**src/rtl/ram_serial_if.sv**
```systemverilog
// Serial external-RAM read port: shifts a word address out over RAM_PINS pins,
// waits a fixed turnaround, then shifts the returned word back in.
module ram_serial_if #(
  parameter int RAM_PINS        = 4,
  parameter int RAM_LOG2_CYCLES = 2,
  parameter int READ_LATENCY    = 2,
  localparam int WORD_BITS      = RAM_PINS << RAM_LOG2_CYCLES
) (
  input  logic                 clk,
  input  logic                 reset,
  input  logic                 req_valid,
  output logic                 req_ready,
  input  logic [WORD_BITS-1:0] req_addr,
  output logic [RAM_PINS-1:0]  addr_pins,
  input  logic [RAM_PINS-1:0]  data_pins,
  output logic                 rsp_valid,
  output logic [WORD_BITS-1:0] rsp_data,
  output logic                 busy
);

  localparam int LAT_W = (READ_LATENCY > 0) ? $clog2(READ_LATENCY + 1) : 1;
  localparam logic [LAT_W-1:0] LAT_LAST = LAT_W'(READ_LATENCY - 1);

  typedef enum logic [1:0] {IDLE, ADDR, WAIT, DATA} state_t;

  state_t                     state, state_next;
  logic [RAM_LOG2_CYCLES-1:0] beat, beat_next;
  logic [LAT_W-1:0]           lat, lat_next;
  logic [WORD_BITS-1:0]       addr_sr;
  logic [WORD_BITS-1:0]       word_sr;
  logic                       last_beat;
  logic                       accept;

  assign last_beat = (beat == '1);
  assign req_ready = (state == IDLE) || ((state == DATA) && last_beat);
  assign accept    = req_valid && req_ready;
  assign busy      = (state != IDLE);
  assign addr_pins = (state == ADDR) ? addr_sr[RAM_PINS-1:0] : '0;

  always_comb begin
    state_next = state;
    beat_next  = beat;
    lat_next   = lat;
    case (state)
      IDLE: begin
        if (accept) begin
          state_next = ADDR;
          beat_next  = '0;
        end
      end
      ADDR: begin
        beat_next = beat + 1'b1;
        if (last_beat) begin
          beat_next  = '0;
          lat_next   = '0;
          state_next = (READ_LATENCY > 0) ? WAIT : DATA;
        end
      end
      WAIT: begin
        lat_next = lat + 1'b1;
        if (lat == LAT_LAST) begin
          lat_next   = '0;
          beat_next  = '0;
          state_next = DATA;
        end
      end
      DATA: begin
        beat_next = beat + 1'b1;
        if (last_beat) begin
          beat_next  = '0;
          state_next = accept ? ADDR : IDLE;
        end
      end
      default: begin
        state_next = IDLE;
        beat_next  = '0;
        lat_next   = '0;
      end
    endcase
  end

  // Address leaves LSB group first; data enters at the top so group 0 ends at the bottom.
  always_ff @(posedge clk) begin
    if (reset) begin
      state     <= IDLE;
      beat      <= '0;
      lat       <= '0;
      addr_sr   <= '0;
      word_sr   <= '0;
      rsp_valid <= 1'b0;
      rsp_data  <= '0;
    end else begin
      state     <= state_next;
      beat      <= beat_next;
      lat       <= lat_next;
      rsp_valid <= 1'b0;
      if (accept)
        addr_sr <= req_addr;
      else if (state == ADDR)
        addr_sr <= addr_sr >> RAM_PINS;
      if (state == DATA) begin
        word_sr <= {data_pins, word_sr[WORD_BITS-1:RAM_PINS]};
        if (last_beat) begin
          rsp_valid <= 1'b1;
          rsp_data  <= {data_pins, word_sr[WORD_BITS-1:RAM_PINS]};
        end
      end
    end
  end

endmodule
```
**config.mk**
```make
export PLATFORM = sky130hd
export DESIGN_NAME = ram_serial_if
export DESIGN_NICKNAME = d
export VERILOG_FILES = /design/src/rtl/ram_serial_if.sv
export SDC_FILE = /design/constraint.sdc
export NUM_CORES = 1
export LEC_CHECK = 0
export ABC_AREA = 1
export BUFFER_PORTS_ARGS = -buffer_cell sky130_fd_sc_hd__clkbuf_2
export CAP_MARGIN = 20
export CORE_MARGIN = 8
export CORE_UTILIZATION = 40
export DETAILED_ROUTE_END_ITERATION = 7
export PLACE_DENSITY_LB_ADDON = 0.05
export SLEW_MARGIN = 10
export SYNTH_ARGS = -nofsm -noshare
export SYNTH_HDL_FRONTEND = slang
export SYNTH_SLANG_ARGS = --single-unit
```
**constraint.sdc**
```tcl
create_clock -name clk -period 1.39 [get_ports clk]
set_input_delay 0.0695 -clock clk [delete_from_list [all_inputs] [get_ports clk]]
set_output_delay 0.0695 -clock clk [all_outputs]
set_load 0.01 [all_outputs]
```
Word-level counts from Yosys, hierarchy flattened
Index checks and enable logic that the tools add are counted.
{"block": "op_classes", "n_addsub": 2, "multipliers": 0, "div_mod_pow": 0, "n_lt_le_gt_ge": 0, "eq_ne": 9, "shifts": 0, "n_mux": 17, "bitwise": 1, "n_reduce_logical": 13}
{"cell": "$mux W16", "count": 2}
{"cell": "$mux W2", "count": 9}
{"cell": "$ne A2 B2 Y1 const B", "count": 4}
{"cell": "$pmux W2 S4", "count": 1}
{"cell": "$eq A2 B2 Y1 const B", "count": 3}
{"cell": "$pmux W2 S3", "count": 1}
{"cell": "$reduce_and A2 Y1", "count": 3}
{"cell": "$reduce_bool A2 Y1", "count": 3}
{"cell": "$add A2 B1 Y2 const B", "count": 2}
{"cell": "$eq A2 B1 Y1 const B", "count": 2}
{"cell": "$mux W4", "count": 1}
{"cell": "$pmux W2 S2", "count": 1}
{"cell": "$reduce_and A4 Y1", "count": 1}
{"cell": "$reduce_or A2 Y1", "count": 2}
{"cell": "$logic_and A1 B1 Y1", "count": 2}
{"cell": "$logic_not A2 Y1", "count": 1}
{"cell": "$mux W1", "count": 2}
{"cell": "$logic_or A1 B1 Y1", "count": 1}
{"cell": "$not A1 Y1", "count": 1}
{"block": "word_totals", "register_bits": 55, "latchBits": 0, "mem_bits_rw": 0, "rom_bits": 0, "inputBits": 23, "output_inout_bits": 23, "memories": 0}

Longest topological paths before layout
Gate-level depths: netlist (run 1).
{"block": "logic_depth", "ltp_word": 7, "depth_mapped": 9, "ltp_nobuf": 8}

Worst setup path before layout (run 1)
OpenSTA, ideal clock, no wires.
{"block": "synth_path", "path_type": "register -> register", "from": "register state[0]", "to": "register beat[0]", "setup_time_ns": 0.116, "arrival_ns": 1.441, "required_ns": 1.274, "setup_slack_ns": -0.168, "stages_incl_launch_ff": 8, "path_cell_list": "dfxtp_1 inv_1 ha_1 inv_1 nor2_1 nor2_1 o21ai_0 o211a_1"}
{"block": "synth_via", "elab_chain_len": 6, "word_cells_on_any_way": 12, "cone_classes": "eq/ne: 5; mux: 1; reduce/logical: 6"}
{"element": "start: declaration", "line_no": "26", "source": "state_t state, state_next;"}
{"element": "start signal: assignment", "line_no": "93", "source": "state <= state_next;"}
{"element": "$eq A2 B2 Y1", "line_no": "35, 44"}
{"element": "$logic_and A1 B1 Y1", "line_no": "35", "source": "assign req_ready = (state == IDLE) || ((state == DATA) && last_beat);"}
{"element": "$logic_or A1 B1 Y1", "line_no": "35"}
{"element": "$logic_and A1 B1 Y1", "line_no": "36", "source": "assign accept = req_valid && req_ready;"}
{"element": "$ne A2 B2 Y1 (no line)"}
{"element": "$reduce_and A2 Y1 (no line)"}
{"element": "end signal: assignment", "line_no": "94", "source": "beat <= beat_next;"}
{"element": "end: declaration", "line_no": "27", "source": "logic [RAM_LOG2_CYCLES-1:0] beat, beat_next;"}
Several ways; a longest one is shown, not always the timed one.
A chain may end at the register's enable or synchronous reset.

Final worst setup path (run 1)
{"block": "layout_path", "from": "register state[0]", "to": "output port addr_pins[3]"}
{"block": "layout_via", "elab_chain_len": 2}
{"element": "$eq A2 B1 Y1", "line_no": "38", "source": "assign addr_pins = (state == ADDR) ? addr_sr[RAM_PINS-1:0] : '0;"}
{"element": "$mux W4", "line_no": "38"}
{"element": "end: declaration", "line_no": "14", "source": "output logic [RAM_PINS-1:0] addr_pins,"}
No other way between the ends.

==> results of run 1 <==
## cell type report
type	instances	area, um2	share of cell area
clock buffers	7	76.3	0.0273
multi-input cells	195	1020	0.366
repair buffers	74	514	0.184
well taps	70	87.6	0.0313
inverters	14	62.6	0.0224
clock inverters	1	5.00	0.00179
flip-flops and latches	51	1030	0.368
## metrics by stage
step / setup WS [ns] / instance area, um2 / hold slack (ns)
after CTS: -0.0430 / 2690 / 0.00417
after global placement: -0.0402 / 2470 / 0.280
after detailed placement: -0.0585 / 2470 / 0.283
final: 0.0153 / 2800 / 0.0172
after global routing: -0.0489 / 2800 / 0.0202
after floorplan: 0.0393 / 2110 / 0.173
## path summary, 6_finish.rpt
kind	to	slack, ns
hold / removal	addr_sr[13]	0.02
setup reg to reg	state[0]	0.02
hold reg to reg	lat[1]	0.44
setup / recovery	addr_pins[3]	0.02
## flip-flops by register name (all words and copies together) (netlist names)
name       flops
addr_sr       16
beat           2
lat            2
rsp_data      16
rsp_valid      1
state          2
word_sr       12
## cell usage after synthesis
cell type	number	area, um2
a21oi_1	16	80.1
a21oi_2	1	8.76
a31oi_1	4	25.0
buf_1	3	11.3
buf_2	2	10.0
buf_4	2	15.0
buf_6	2	22.5
clkbuf_1	6	22.5
dfxtp_1	51	1020
ha_1	6	75.1
inv_1	14	52.6
nand2_1	73	274
nand2_4	2	22.5
nand2_8	1	20.0
nand3_1	19	95.1
nor2_1	39	146
o211a_1	1	10.0
o211ai_1	1	7.51
o21a_1	4	30.0
o21ai_0	28	140
## layer usage
metal  up-vias  wire length (um)
met3         9               289
met5         -                 0
met4         0                88
met2        35              2370
li1       1020                 -
met1       826              2260
## cells by family after synthesis
| group | Yosys count | share of synthesized area |
|---|---|---|
| and+or+nand+nor | 134 | 0.267 |
| AOI/OAI and AO/OA | 55 | 0.144 |
| DFF | 51 | 0.489 |
| buffers and inverters | 29 | 0.0641 |
| adders and majority gates | 6 | 0.0359 |
## timing repair
item / CTS / global route
hold endpoints to repair: 9 / 0
pin swaps: 1 / 9
hold buffers: 8 / 0
setup buffers: 2 / 2
endpoints found under the setup margin: 17 / 16
resized for setup: 12 / 36
cloned: 0 / 0
## worst reg2reg max path: cells and delay by family (launching register included)
kind | cells | cell delay, ns
flops | 1 | 0.37
compound gates | 1 | 0.06
buf+inv | 1 | 0.14
simple gates | 5 | 0.52
fa+ha+maj | 1 | 0.18
## power groups by stage
stage	registers, mW	clock network, mW	logic, mW
after CTS	1.80	0.860	1.51
after global placement	1.82	0	1.35
after detailed placement	1.82	0	1.35
final	1.84	0.819	1.72
after global routing	1.86	0.908	1.92
after floorplan	1.80	0	0.970
==> results.tsv, run 1 <==
metric	value	unit
status	finished clean	
wl_per_cell	12.2	um
drc	0	
die_x	88.3	um
fin_crit_sh	0.989	
globalRouteMet2Util	0.223	
fmaxAchievable	0.727	GHz
root_buffer	clkbuf_8	
post-route-util	0.552	
vdd_drop_max	0.000914	V
fin_setup_tns	0	ns
core	0.00507	mm2
viasPerCell	4.59	
place_congestion	0.773	
hold_path_startpoint	req_addr[13]	
cts_buffer_depth	2	
rows	26	
worstPathArrival	1.31	ns
finalSetupViolCount	0	
yosys_warnings	0	
crit_required	1.32	ns
fin_cells	412	
die_h	88.3	um
diodes	0	
antenna_found_initial	0	
p_leak	1.35	nW
cap_violations	0	
synth_area_per_cell	7.60	um2
path_class	flip-flop to output pin	
top_usage_layer	met2	
io_pins	46	
cts_tree	done	
start_kind	flip-flop	
initial_core_util	0.412	
cts-buffers-inserted	5	
max_slew_margin	0.792	
critical_path.top_delay_family	buffers and inverters	
skew	0.00295	ns
path_max_fanout	8	
grtUsageMet1	0.150	
track_usage	0.130	
path_buf_inv	4	
ys_ff_latch	51	
cts.sinks	51	
power	4.38	mW
first_iter_violations	77	
worstHoldPathType	input pin to flip-flop	
worst-slew-pin-transition	0.311	ns
endpoint_kind	output pin	
syn_to_final_growth	34.0	%
ys_types	20	
dp.cells	392	
p_switching	1.52	mW
slowest_delay	0.38	ns
power_frac_seq	0.420	
overflow	0	
grt_pass1_vias	1809	
worstRegToRegCells	8	
mostFrequentLayoutCells	nand2_1, dfxtp_1, clkbuf_2	
rsz0062_at_grt	yes	
nFillCells	513	
fin_crit	1.37	ns
cp.depth	6	
layout-drive-gt1-share	0.292	
p_comb_frac	0.392	
clkTransAtPathRegs	0.09	ns
synth_nets	304	
grt_max_degree	25	
met3_usage	0.0409	
seq_area_frac_synth	0.489	
syn_area	0.00209	mm2
min_path_cells	3	
p_per_area	1560	mW/mm2
slew_violations	0	
cp-startpoint	state[0]	
crit-reg2reg-launch	state[1]	
hpwlAfterDp	3.38	mm
dr.pass1.iters	4	
vias	1890	
p_int	2.85	mW
htree_num_levels	2	
worstSkewPairLatency	0.30	ns
synthCells	275	
nets	370	
swShare	0.348	
final_hold_viol_count	0	
antenna_left	0	
final_common_cell	nand2_1	
die_area	0.00779	mm2
grt_pass1_wl	8.02	mm
crit_chain	buf_6, ha_4, buf_12, nand2_2, inv_1, buf_2	
totalWireLength	5.01	mm
pwr-share-clk	0.187	
io_buffers	45	
cpMaxStageDelayCell	dfxtp_4	
(Power assumes the default switching activity.)
==> run 2: changes to the inputs <==
--- a/config.mk
+++ b/config.mk
@@ -8,8 +8,10 @@
 export ABC_AREA = 1
 export BUFFER_PORTS_ARGS = -buffer_cell sky130_fd_sc_hd__clkbuf_2
 export CAP_MARGIN = 20
+export CELL_PAD_IN_SITES_DETAIL_PLACEMENT = 1
+export CELL_PAD_IN_SITES_GLOBAL_PLACEMENT = 1
 export CORE_MARGIN = 8
-export CORE_UTILIZATION = 40
+export CORE_UTILIZATION = 34
 export DETAILED_ROUTE_END_ITERATION = 7
 export PLACE_DENSITY_LB_ADDON = 0.05
 export SLEW_MARGIN = 10
==> results.tsv, run 2 (same netlist as run 1, synthesis figures left out) <==
metric	value	unit	change
path_class	flip-flop to output pin		
layout-drive-gt1-share	0.343		+0.0505
vias	2017		+6.7%
globalRouteMet2Util	0.218		-0.00551
cts_buffer_depth	2		unchanged
die_x	94.4	um	+6.9%
mostFrequentLayoutCells	nand2_1, dfxtp_1, clkbuf_2		
rrSetupSlack	-0.03	ns	-0.05 ns
p_per_area	1610	mW/mm2	+3.1%
endpoint_kind	output pin		
die_h	94.4	um	+6.9%
path_buf_inv	3		-1
first_iter_violations	53		-31%
grt_pass1_vias	2039		+13%
crit_chain	buf_6, ha_4, nand2_4, nand2_8, buf_6, buf_8		
cts-buffers-inserted	5		unchanged
clkTransAtPathRegs	0.10	ns	about the same
cap_violations	0		unchanged
holdPathEnd	addr_sr[13]		
worstPathArrival	1.36	ns	+0.05 ns
worstRegToRegCells	9		+1
fin_cells	425		+3.2%
status	finished, violations left		
setup_slack	-0.0357	ns	-0.0510 ns
drc	0		unchanged
r2r-end	state[0]		
antenna_found_initial	0		unchanged
final_hold_viol_count	0		unchanged
rows	28		+7.7%
antenna_left	0		unchanged
cts_tree	done		
worstHoldPathType	input pin to flip-flop		
viasPerCell	4.75		+3.5%
path_max_fanout	4		-4
met3_usage	0.0421		+0.00121
vdd_drop_max	0.000797	V	-13%
worst-slew-pin-transition	0.285	ns	-0.0262 ns
cpMaxStageDelayCell	dfxtp_4		
nets	378		+2.2%
fin_crit	1.43	ns	+0.0510 ns
finalSetupViolCount	7		+7
worst_path_most_repeated_cell	buf_6		
htree_num_levels	2		unchanged
fmaxAchievable	0.701	GHz	-3.6%
p_leak	1.40	nW	+4.2%
rsz0062_at_grt	yes		
hold_path_startpoint	req_addr[13]		
critical_path.top_delay_family	flip-flops		
track_usage	0.130		+0.000307
initial_core_util	0.353		-0.0588
crit_required	1.32	ns	about the same
diodes	0		unchanged
io_buffers	45		unchanged
grt_pass1_wl	9.46	mm	+18%
crit-reg2reg-launch	state[0]		
slew_violations	0		unchanged
root_buffer	clkbuf_8		
grt_max_degree	25		unchanged
pre_cts_ws	-0.0839	ns	-0.0254 ns
syn_to_final_growth	41.4	%	
grtUsageMet1	0.155		+0.00579
io_pins	46		unchanged
fin_crit_sh	1.03		+0.0367
top_regs	addr_sr (16), rsp_data (16), word_sr (12)		
max_slew_margin	0.810		+0.0177
totalWireLength	5.79	mm	+16%
worstSkewPairLatency	0.31	ns	about the same
wl_per_cell	13.6	um	+12%
fin_area	0.00295	mm2	+5.5%
top_usage_layer	met2		
slowest_delay	0.37	ns	about the same
min_path_cells	3		unchanged
final_common_cell	nand2_1		
hpwlAfterDp	3.82	mm	+13%
skew	0.0113	ns	+0.00837 ns
place_congestion	0.782		+1.2%
failed_checks	negative setup slack		
core	0.00592	mm2	+17%
overflow	0		unchanged
start_kind	flip-flop		
die_area	0.00891	mm2	+14%
dr.pass1.iters	4		unchanged
placed_area	0.00251	mm2	+1.3%
cts.sinks	51		unchanged
dp.cells	402		+2.6%
==> run 2: changes by cell type in the layout (fill, tap and decap cells not counted), sizes merged <==
cell and delta:
buf +8, clkbuf -2, clkinvlp +2, clkinv -1, inv +1
==> run 2: worst max path at each step <==
stage | start | end | slack, ns | cells past startpoint
after floorplan | state[1] | beat[0] | 0.04 | 7
after global placement | state[0] | lat[0] | -0.08 | 7
after detailed placement | state[1] | beat[0] | -0.08 | 7
after CTS | state[0] | req_ready | -0.02 | 6
after global routing | state[0] | state[0] | -0.1 | 9
final | state[0] | req_ready | -0.04 | 6
==> run 2: layout make-up <==
class	count	area [um2]
clock buffers	5	68.8
clock inverters	3	23.8
fillers	741	2970
inverters	14	57.6
multi-input cells	195	1090
flip-flops and latches	51	1030
well taps	75	93.8
repair buffers	82	596
==> run 2: layer usage <==
layer	vias to the layer above	share of wire
met3	11	0.052
li1	1034	-
met4	0	0.019
met5	-	0
met2	40	0.47
met1	932	0.46
==> run 2: per-stage QoR <==
stage          hold slack (ns)  TNS, ns   util  power (mW)
6_report               0.00742   -0.124  0.499        4.76
3_5_place_dp             0.288   -0.541  0.423        3.26
4_1_cts                0.00254  -0.0821  0.473        4.46
5_1_grt                 0.0110    -1.32  0.499        5.11
3_3_place_gp             0.282   -0.214  0.423        3.24
2_1_floorplan            0.173        0      -        2.77
==> run 2: where the power goes <==
group | internal, mW | total [mW] | switching (mW)
logic | 0.987 | 2.07 | 1.08
registers | 1.68 | 1.82 | 0.134
clock network | 0.361 | 0.883 | 0.521
total | 3.03 | 4.76 | 1.73
==> run 2: what timing repair did <==
| action | CTS | global route |
|---|---|---|
| gates resized for setup | 16 | 49 |
| endpoints found under the hold margin | 10 | 0 |
| hold buffers | 8 | 0 |
| buffers inserted | 7 | 0 |
| pin swaps | 2 | 17 |
| endpoints found under the setup margin | 33 | 42 |
==> run 2: worst register-to-register path, cell delays in order (launching register included) <==
cell     delay (ns)
dfxtp_4        0.37
buf_6          0.12
ha_4           0.16
buf_4          0.14
inv_1          0.07
nand2_2        0.10
nand2_4        0.10
nand3_2        0.09
nand2_1        0.10
a21oi_1        0.06
==> run 3: changes to the inputs <==
--- a/config.mk
+++ b/config.mk
@@ -5,13 +5,12 @@
 export SDC_FILE = /design/constraint.sdc
 export NUM_CORES = 1
 export LEC_CHECK = 0
-export ABC_AREA = 1
 export BUFFER_PORTS_ARGS = -buffer_cell sky130_fd_sc_hd__clkbuf_2
 export CAP_MARGIN = 20
 export CELL_PAD_IN_SITES_DETAIL_PLACEMENT = 1
 export CELL_PAD_IN_SITES_GLOBAL_PLACEMENT = 1
 export CORE_MARGIN = 8
-export CORE_UTILIZATION = 34
+export CORE_UTILIZATION = 36
 export DETAILED_ROUTE_END_ITERATION = 7
 export PLACE_DENSITY_LB_ADDON = 0.05
 export SLEW_MARGIN = 10
==> results.tsv, run 3 <==
metric	value	unit	change
status	finished, violations left		
failed_checks	negative setup slack		
endpoint_kind	flip-flop		
io_pins	46		unchanged
fmaxAchievable	0.673	GHz	-4.1%
root_buffer	clkbuf_8		
skew	0.00490	ns	-0.00642 ns
synthSimpleGateAreaFrac	0.171		-0.0964
die_x	93.3	um	-1.2%
seq_area_frac_synth	0.475		-0.0134
cpMaxStageDelayCell	dfxtp_4		
fin_crit_sh	1.07		+0.0434
synth-main-ff-cell	dfxtp_1		
clkTransAtPathRegs	0.09	ns	about the same
synth_top_area_share	0.475		-0.0134
ys_top_cells_by_count	dfxtp_1, nand2_1, nor2_1, mux2i_1, a21oi_1		
synth_area_per_cell	9.18	um2	+21%
synthAdderAreaFrac	0.0349		-0.000983
placed_area	0.00254	mm2	+1.5%
grt_max_degree	25		unchanged
antenna_left	0		unchanged
fin_cells	387		-8.9%
start_kind	flip-flop		
p_per_area	1580	mW/mm2	-2.0%
drc	0		unchanged
ys_types	23		+15%
layout-drive-gt1-share	0.397		+0.0546
die_area	0.00870	mm2	-2.4%
worstSkewPairLatency	0.30	ns	about the same
io_buffers	45		unchanged
cts_tree	done		
rsz0062_at_grt	yes		
nets	340		-10%
cap_violations	0		unchanged
final_common_cell	dfxtp_1		
wl_per_cell	15.5	um	+14%
synth_xor_area_frac	0		unchanged
path_buf_inv	3		unchanged
yosysMostFrequentCell	dfxtp_1		
syn_to_final_growth	44.8	%	
totalWireLength	6.00	mm	+3.5%
cts_buffer_depth	2		unchanged
slew_violations	0		unchanged
ys_ff_latch	51		unchanged
overflow	0		unchanged
fin_crit	1.49	ns	+0.0603 ns
synthArstFlopShare	0		unchanged
crit_required	1.57	ns	+0.25 ns
htree_num_levels	2		unchanged
max_slew_margin	0.791		-0.0188
slowest_delay	0.38	ns	about the same
worst-slew-pin-transition	0.313	ns	+0.0282 ns
first_iter_violations	71		+34%
top_regs	addr_sr (16), rsp_data (16), word_sr (12)		
synthCells	234		-15%
track_usage	0.139		+0.00866
yosys_warnings	0		unchanged
rows	28		unchanged
synthTopCellsByArea	dfxtp_1, mux2i_1, nand2_1		
p_leak	1.26	nW	-10%
diodes	0		unchanged
synth_nets	263		-13%
worstHoldPathType	input pin to flip-flop		
path_max_fanout	4		unchanged
grt_pass1_wl	9.72	mm	+2.8%
fin_area	0.00311	mm2	+5.3%
antenna_found_initial	0		unchanged
initial_core_util	0.367		+0.0143
grt_pass1_vias	1950		-4.4%
dr.pass1.iters	4		unchanged
worstPathArrival	1.67	ns	+0.31 ns
path_class	flip-flop to flip-flop		
cts-buffers-inserted	5		unchanged
finalSetupViolCount	20		+13
setup_slack	-0.0960	ns	-0.0603 ns
syn_area	0.00215	mm2	+2.8%
critical_path.top_delay_family	flip-flops		
core	0.00585	mm2	-1.2%
cts.sinks	51		unchanged
place_congestion	0.767		-1.9%
synth_top_family_by_area	simple AND/OR/NAND/NOR gates		
hpwlAfterDp	3.69	mm	-3.4%
dp.cells	357		-11%
mostFrequentLayoutCells	dfxtp_1, clkbuf_2, nand2_1		
die_h	93.3	um	-1.2%
final_hold_viol_count	0		unchanged
synth_edf_count	0		unchanged
crit_chain	ha_4, and2_4, o21ai_4, buf_6, buf_16, buf_12, a211oi_2		
synthMuxAreaShare	0.130		+0.130
vdd_drop_max	0.000621	V	-22%
viasPerCell	4.87		+2.6%
vias	1885		-6.5%
synth_compound_area_frac	0.143		-0.00162
synth_top_area_cell	dfxtp_1		
## run 3: cell count changes in the layout (fill, tap and decap cells not counted), moves of 7 or more
| cell | before | now |
|---|---|---|
| nand2_2 | 7 | 0 |
| a21oi_1 | 9 | 21 |
| o21ai_0 | 23 | 1 |
| a211oi_2 | 0 | 13 |
| mux2i_1 | 0 | 25 |
| inv_1 | 10 | 1 |
| nand3_1 | 17 | 0 |
| nor2_1 | 37 | 30 |
| nand2_1 | 63 | 38 |
## run 3: cell type report
class,instances,area [um2]
Clock inverter,1,8.76
Fill cell,679,2740
Clock buffer,7,86.3
Tap cell,75,93.8
Sequential cell,51,1030
Multi-Input combinational cell,164,1200
Timing Repair Buffer,86,676
Inverter,3,16.3
## run 3: per-stage QoR
stage               setup TNS [ns]  hold slack (ns)  power (mW)  setup WS [ns]  utilization
detailed placement          -0.523            0.314        3.16        -0.0524        0.435
floorplan                    -2.06            0.205        2.73         -0.153            -
finish                       -1.20           0.0122        4.91        -0.0960        0.532
CTS                          -1.29         0.000213        4.71        -0.0951        0.511
global route                 -2.80           0.0267        5.21         -0.193        0.532
global placement           -0.0708            0.306        3.14        -0.0193        0.435
## run 3: timing repair
item / in CTS / in global routing
pin swaps: 15 / 12
hold buffers: 7 / 0
setup buffers: 8 / 5
endpoints found under the hold margin: 7 / 0
gates cloned: 4 / 0
gates resized for setup: 30 / 25
endpoints found under the setup margin: 27 / 27
## run 3: per-layer routing
metal / up-vias / GRT usage / share of wire
met5: - / 0 / 0
met2: 37 / 0.238 / 0.50
met3: 9 / 0.0393 / 0.038
met4: 0 / 0.0497 / 0.016
met1: 905 / 0.161 / 0.45
li1: 934 / - / -
## run 3: worst reg2reg max path, stage by stage (launching register included)
cell	delay [ns]
dfxtp_4	0.38
ha_4	0.17
and2_4	0.15
o21ai_4	0.24
buf_6	0.17
buf_16	0.11
buf_12	0.10
a211oi_2	0.05
## run 3: power breakdown
part | switching, mW | total [mW] | leakage (nW) | internal (mW)
logic | 0.990 | 2.23 | 0.795 | 1.24
registers | 0.139 | 1.79 | 0.417 | 1.65
clock network | 0.483 | 0.892 | 0.0484 | 0.409
## run 3: worst paths after layout
check / cells after the start / to / start / slack [ns]
min reg2reg: 2 / rsp_data[7] / rsp_data[7] / 0.46
max reg2reg: 7 / addr_sr[4] / state[0] / -0.1
max: 7 / addr_sr[4] / state[0] / -0.1
min: 3 / rsp_data[13] / data_pins[1] / 0.01
## run 3: kinds of logic (layout without fill, tap and decap cells)
family / count (synthesis) / in the layout
flip-flops: 51 / 51
AND/OR/NAND/NOR: 85 / 85
multiplexers: 28 / 28
AO/OA/AOI/OAI: 45 / 45
buffers and inverters: 19 / 97
adder cells (fa/ha/maj): 6 / 6
